### src/rtl/led_serial_tx.sv
// Serialises a DATA_W-bit frame MSB-first onto an SDI/SCLK/LE shift-register LED driver chain,
// with a single-entry pending buffer so a strobe arriving mid-frame is queued rather than lost.
module led_serial_tx #(
   parameter int DATA_W  = 128,
   parameter int CLK_DIV = 2,
   parameter int LE_CYC  = 4
) (
   input  logic              clk,
   input  logic              rstn,
   input  logic              enable,
   input  logic [DATA_W-1:0] data_in,
   output logic              led_sclk,
   output logic              led_sdi,
   output logic              led_le,
   output logic              busy,
   output logic              done,
   output logic              overrun
);

   localparam int BW = $clog2(DATA_W);
   localparam logic [BW-1:0] BIT_LAST = BW'(DATA_W - 1);
   localparam logic [7:0]    DIV_LAST = 8'(CLK_DIV - 1);
   localparam logic [7:0]    LE_LAST  = 8'(LE_CYC - 1);

   typedef enum logic [1:0] {IDLE, SHIFT, LATCH, FIN} state_t;

   state_t            r_state;
   logic [DATA_W-2:0] r_shreg;
   logic [DATA_W-1:0] r_pendData;
   logic              r_pendValid;
   logic              r_phase;
   logic [BW-1:0]     r_bitCnt;
   logic [7:0]        r_divCnt;
   logic [7:0]        r_leCnt;
   logic              r_sclk, r_sdi, r_le, r_busy, r_done, r_overrun;

   logic              w_start;
   logic [DATA_W-1:0] w_startData;

   // A queued word always takes priority over a fresh strobe when a frame finishes.
   always_comb begin
      w_start     = 1'b0;
      w_startData = data_in;
      if (r_state == IDLE) begin
         w_start = enable;
      end else if (r_state == FIN) begin
         w_start = r_pendValid | enable;
         if (r_pendValid) begin
            w_startData = r_pendData;
         end
      end
   end

   always_ff @(posedge clk or negedge rstn) begin
      if (!rstn) begin
         r_state     <= IDLE;
         r_shreg     <= '0;
         r_pendData  <= '0;
         r_pendValid <= 1'b0;
         r_phase     <= 1'b0;
         r_bitCnt    <= '0;
         r_divCnt    <= '0;
         r_leCnt     <= '0;
         r_sclk      <= 1'b0;
         r_sdi       <= 1'b0;
         r_le        <= 1'b0;
         r_busy      <= 1'b0;
         r_done      <= 1'b0;
         r_overrun   <= 1'b0;
      end else begin
         r_done    <= 1'b0;
         r_overrun <= 1'b0;

         if (enable && (r_state == SHIFT || r_state == LATCH)) begin
            r_pendData  <= data_in;
            r_pendValid <= 1'b1;
            r_overrun   <= r_pendValid;
         end else if (r_state == FIN && r_pendValid) begin
            if (enable) begin
               r_pendData <= data_in;
            end else begin
               r_pendValid <= 1'b0;
            end
         end

         case (r_state)
            IDLE, FIN: begin
               if (w_start) begin
                  r_state  <= SHIFT;
                  r_shreg  <= w_startData[DATA_W-2:0];
                  r_sdi    <= w_startData[DATA_W-1];
                  r_sclk   <= 1'b0;
                  r_busy   <= 1'b1;
                  r_phase  <= 1'b0;
                  r_divCnt <= '0;
                  r_bitCnt <= '0;
               end else begin
                  r_state <= IDLE;
               end
            end
            SHIFT: begin
               if (r_divCnt == DIV_LAST) begin
                  r_divCnt <= '0;
                  if (!r_phase) begin
                     r_phase <= 1'b1;
                     r_sclk  <= 1'b1;
                  end else if (r_bitCnt == BIT_LAST) begin
                     r_state <= LATCH;
                     r_phase <= 1'b0;
                     r_sclk  <= 1'b0;
                     r_sdi   <= 1'b0;
                     r_le    <= 1'b1;
                     r_leCnt <= '0;
                  end else begin
                     r_bitCnt <= r_bitCnt + 1'b1;
                     r_phase  <= 1'b0;
                     r_sclk   <= 1'b0;
                     r_sdi    <= r_shreg[DATA_W-2];
                     r_shreg  <= {r_shreg[DATA_W-3:0], 1'b0};
                  end
               end else begin
                  r_divCnt <= r_divCnt + 1'b1;
               end
            end
            LATCH: begin
               if (r_leCnt == LE_LAST) begin
                  r_state <= FIN;
                  r_le    <= 1'b0;
                  r_busy  <= 1'b0;
                  r_done  <= 1'b1;
               end else begin
                  r_leCnt <= r_leCnt + 1'b1;
               end
            end
            default: r_state <= IDLE;
         endcase
      end
   end

   assign led_sclk = r_sclk;
   assign led_sdi  = r_sdi;
   assign led_le   = r_le;
   assign busy     = r_busy;
   assign done     = r_done;
   assign overrun  = r_overrun;

endmodule

### config.mk
export PLATFORM = sky130hd
export DESIGN_NAME = led_serial_tx
export DESIGN_NICKNAME = d
export VERILOG_FILES = /design/src/rtl/led_serial_tx.sv
export SDC_FILE = /design/constraint.sdc
export NUM_CORES = 1
export LEC_CHECK = 0
export ABC_CLOCK_PERIOD_IN_PS = 2900
export CORE_ASPECT_RATIO = 0.75
export CORE_MARGIN = 10
export CORE_UTILIZATION = 50
export DETAILED_ROUTE_END_ITERATION = 8
export PLACE_DENSITY = 0.71
export SETUP_SLACK_MARGIN = 0.2
export SLEW_MARGIN = 10
export SYNTH_ARGS = -nofsm -noshare
export SYNTH_HDL_FRONTEND = slang
export SYNTH_SLANG_ARGS = --single-unit
### constraint.sdc
create_clock -name clk -period 2.9 [get_ports clk]
set_input_delay 0.435 -clock clk [delete_from_list [all_inputs] [get_ports clk]]
set_output_delay 0.435 -clock clk [all_outputs]
set_load 0.005 [all_outputs]
==> results of run 1 <==
-- placed cells by master (no fill, tap or decap), drive strengths merged, types with 3 or more instances in the layout --
| cell | instances |
|---|---|
| o211ai | 3 |
| inv | 8 |
| nor2 | 9 |
| clkinv | 8 |
| nand3 | 17 |
| and3 | 7 |
| o21ai | 135 |
| nand2 | 145 |
| clkbuf | 44 |
| clkdlybuf4s50 | 135 |
| ha | 8 |
| xnor2 | 3 |
| and2 | 5 |
| dfrtp | 287 |
| nand4 | 4 |
| mux2i | 130 |
| a21oi | 13 |
| a22o | 4 |
| a31oi | 4 |
| buf | 32 |
| nor3b | 5 |
| nand2b | 7 |
| mux2 | 258 |
| or3 | 4 |
| a221o | 3 |
-- worst paths after layout --
check	startpoint	end	cells past startpoint
max in group asynchronous	rstn	r_pendData[13]	3
min in group asynchronous	rstn	r_pendData[103]	2
setup reg to reg	r_state[0]	r_shreg[48]	9
setup / recovery	r_state[0]	r_shreg[48]	9
hold reg to reg	r_shreg[21]	r_shreg[21]	1
hold / removal	r_shreg[21]	r_shreg[21]	1
-- cell type report --
cell class	instances	area, um2
fill	2244	11000
sequential	287	7180
multi-input combinational	791	6720
timing repair buffer	170	1830
clock buffer	42	825
tap	385	482
clock inverter	11	86.3
inverter	7	26.3
-- cells in the mapped netlist, drive strengths merged (2+ instances only) --
cell / n / area, um2
clkbuf: 35 / 131
or3: 4 / 25.0
and3: 7 / 43.8
nand4: 4 / 25.0
and2: 5 / 31.3
a22o: 4 / 35.0
nand2b: 7 / 51.3
o21ai: 135 / 676
nor4: 2 / 27.5
o211ai: 3 / 22.5
or4: 2 / 15.0
dfrtp: 287 / 7180
a21oi: 13 / 76.3
mux2i: 130 / 1300
nand2: 145 / 544
buf: 42 / 390
mux2: 258 / 3280
ha: 8 / 100
nor2: 9 / 33.8
nor3b: 5 / 37.5
inv: 7 / 26.3
a21boi: 2 / 15.0
nor2b: 2 / 12.5
and4: 2 / 17.5
xnor2: 3 / 26.3
o31ai: 2 / 15.0
o2bb2ai: 2 / 17.5
nand3: 17 / 90.1
nor3: 2 / 10.0
a31oi: 4 / 25.0
a221o: 3 / 30.0
nand4b: 2 / 17.5
-- timing repair --
action / in CTS / in global routing
endpoints found under the setup margin: 0 / 100
hold buffers: 1 / 0
hold endpoints to repair: 86 / 0
resized for setup: 0 / 8
setup buffers: 0 / 1
-- flip-flops by register name (all words and copies together) (netlist names), 2 cells and up --
name,flops
r_pendData,128
r_state,2
r_leCnt,8
r_shreg,127
r_divCnt,8
r_bitCnt,7
-- kinds of logic after synthesis --
logic type,share of synthesized area
AOI/OAI and AO/OA,0.0684
xor gates and xnor gates,0.00182
adders and majority gates,0.00694
buffers and inverters,0.0380
DFF,0.498
muxes,0.318
and+or+nand+nor,0.0688
-- power groups by stage --
stage / logic, uW / registers (uW) / clock network, uW
floorplan: 7950 / 6810 / 0
global placement: 8860 / 7030 / 0
detailed placement: 9160 / 7090 / 0
CTS: 9170 / 7070 / 3690
global route: 10100 / 7320 / 3850
finish: 9300 / 7080 / 3600
-- worst max-delay path: cells and delay by family, from the launching register on --
kind	cells	cell delay, ns
compound gates	2	0.41
mux	1	0.33
fa+ha+maj	1	0.37
simple gates	1	0.25
flops	1	0.43
buf+inv	4	0.67
-- metal layers --
layer | GRT usage | vias to the layer above
met2 | 0.260 | 132
met3 | 0.0261 | 34
met4 | 0.0309 | 6
li1 | - | 4374
met5 | 0 | -
met1 | 0.222 | 4473
-- stage by stage --
stage / total power (uW) / instance area [um2]
6_report: 20000 / 17200
5_1_grt: 21300 / 17200
4_1_cts: 19900 / 17100
3_5_place_dp: 16300 / 16200
3_3_place_gp: 15900 / 16200
2_1_floorplan: 14800 / 14400
==> impl_metrics.py, run 1 <==
metrics = {
    "status": {
        "status": "finished, final reports clean",
    },
    "logic_synthesis": {
        "synth_edf_count": 0,
        "ys.flop_type": "dfrtp_1",
        "ys_warn_count": 0,
        "seq_area_frac_synth": 0.498,
        "syn_area_mm2": 0.0144,
        "syn_area_per_cell_um2": 12.4,
        "synthCells": 1162,
        "ys_ff_latch": 287,
        "syn_nets": 1301,
        "async_flop_share": 1.00,
        "synth_cell_type_count": 52,
    },
    "sta": {
        "rsz0062_at_grt": "false",
        "setup_viol": 0,
        "whs_ns": 0.485,
        "fin_crit_ns": 2.58,
        "finalWorstSetupSlack_ns": 0.322,
        "hold_viol": 0,
        "finalMaxSlewViolations": 0,
        "max_freq_mhz": 388,
        "worst_pin_slew_ns": 0.757,
        "timing.slew.headroom": 0.495,
        "finalCritPeriodShare": 0.889,
        "tns_ns": 0,
        "fin_skew_ns": 0.0147,
    },
    "route": {
        "vias": 9019,
        "ant_nets": 0,
        "avgViaCountPerCell": 5.33,
        "highest_layer": "met5",
        "wirelength_um": 29700,
        "drt_iter0_drc": 606,
        "route.detailed.drc": 0,
        "met3_length_um": 971,
        "first_pass_iters": 4,
        "m1WireLength_um": 14500,
        "routedWlPerCell_um": 17.5,
        "wl_met2_um": 13700,
    },
    "worst_hold_path": {
        "hold_class": "reg -> reg",
    },
    "power": {
        "p_seq_frac": 0.355,
        "clock_power_share": 0.180,
        "p_comb_frac": 0.465,
        "ir_drop_v": 0.000610,
        "power.density_mw_per_mm2": 1170,
        "power_switching_share": 0.327,
        "power.internal_uw": 13400,
        "p_switching_uw": 6540,
        "leakage_uw": 0.00792,
    },
    "placed_design": {
        "portBuffers": 136,
        "hpwl_um": 19200,
        "place_congestion": 0.771,
        "dp_cells": 1636,
        "dpl_worst_slack_ns": 0.148,
    },
    "cts": {
        "worst_skew_pair.late_latency_ns": 0.54,
        "htreeDepth": 1,
        "numCtsBuffers": 29,
        "cts_sinks": 287,
        "clockBufferDepth": 3,
        "tritoncts": "yes",
        "clk_pin_slew_ns": 0.06,
        "cts_root_buffer": "clkbuf_16",
    },
    "setup_path": {
        "end_kind": "register",
        "crit_path_max_fanout": 24,
        "crit_arrival_ns": 3.00,
        "max_stage_delay_ns": 0.43,
        "critical_path_required_ns": 3.33,
        "r2r_slack_ns": 0.32,
        "cp_common_cell": "inv_1",
        "worstPathCellList": "inv_1 > ha_2 > inv_1 > o221ai_2 > and2_1 > a21oi_4 > buf_12 > buf_8 > mux2_4",
        "startpoint_type": "register",
        "slowest_stage": "dfrtp_1",
        "critPathKind": "reg -> reg",
    },
    "floorplan": {
        "core_area_mm2": 0.0282,
        "die_x_um": 216,
        "ios": 137,
        "die_y_um": 167,
        "die_area_mm2": 0.0361,
        "initial_core_util": 0.512,
        "rows": 53,
    },
    "global_routing": {
        "grt-ovfl-total": 0,
        "grt.total_usage": 0.160,
        "grt_max_degree": 116,
        "grt_pass1_vias": 9333,
        "grt_first_pass_wirelength_um": 48900,
        "grt_antenna_before_repair": 3,
    },
    "layout": {
        "nNetsFinal": 1425,
        "areaGrowthSynthToFinish_pct": 19.0,
        "layout-drive-gt1-share": 0.258,
        "final_util": 0.609,
        "n_antenna_cell": 0,
        "layout.cells.non_filler": 1693,
    },
    "job": {
        "drv_cap": 0,
    },
}
Note: power is estimated with default switching activity, not from simulation.
==> run 2: changes to the inputs <==
CAP_MARGIN = 20   (was not set)
==> results of run 2 <==
The final DEF is identical to that of run 1; final timing and power are the same.
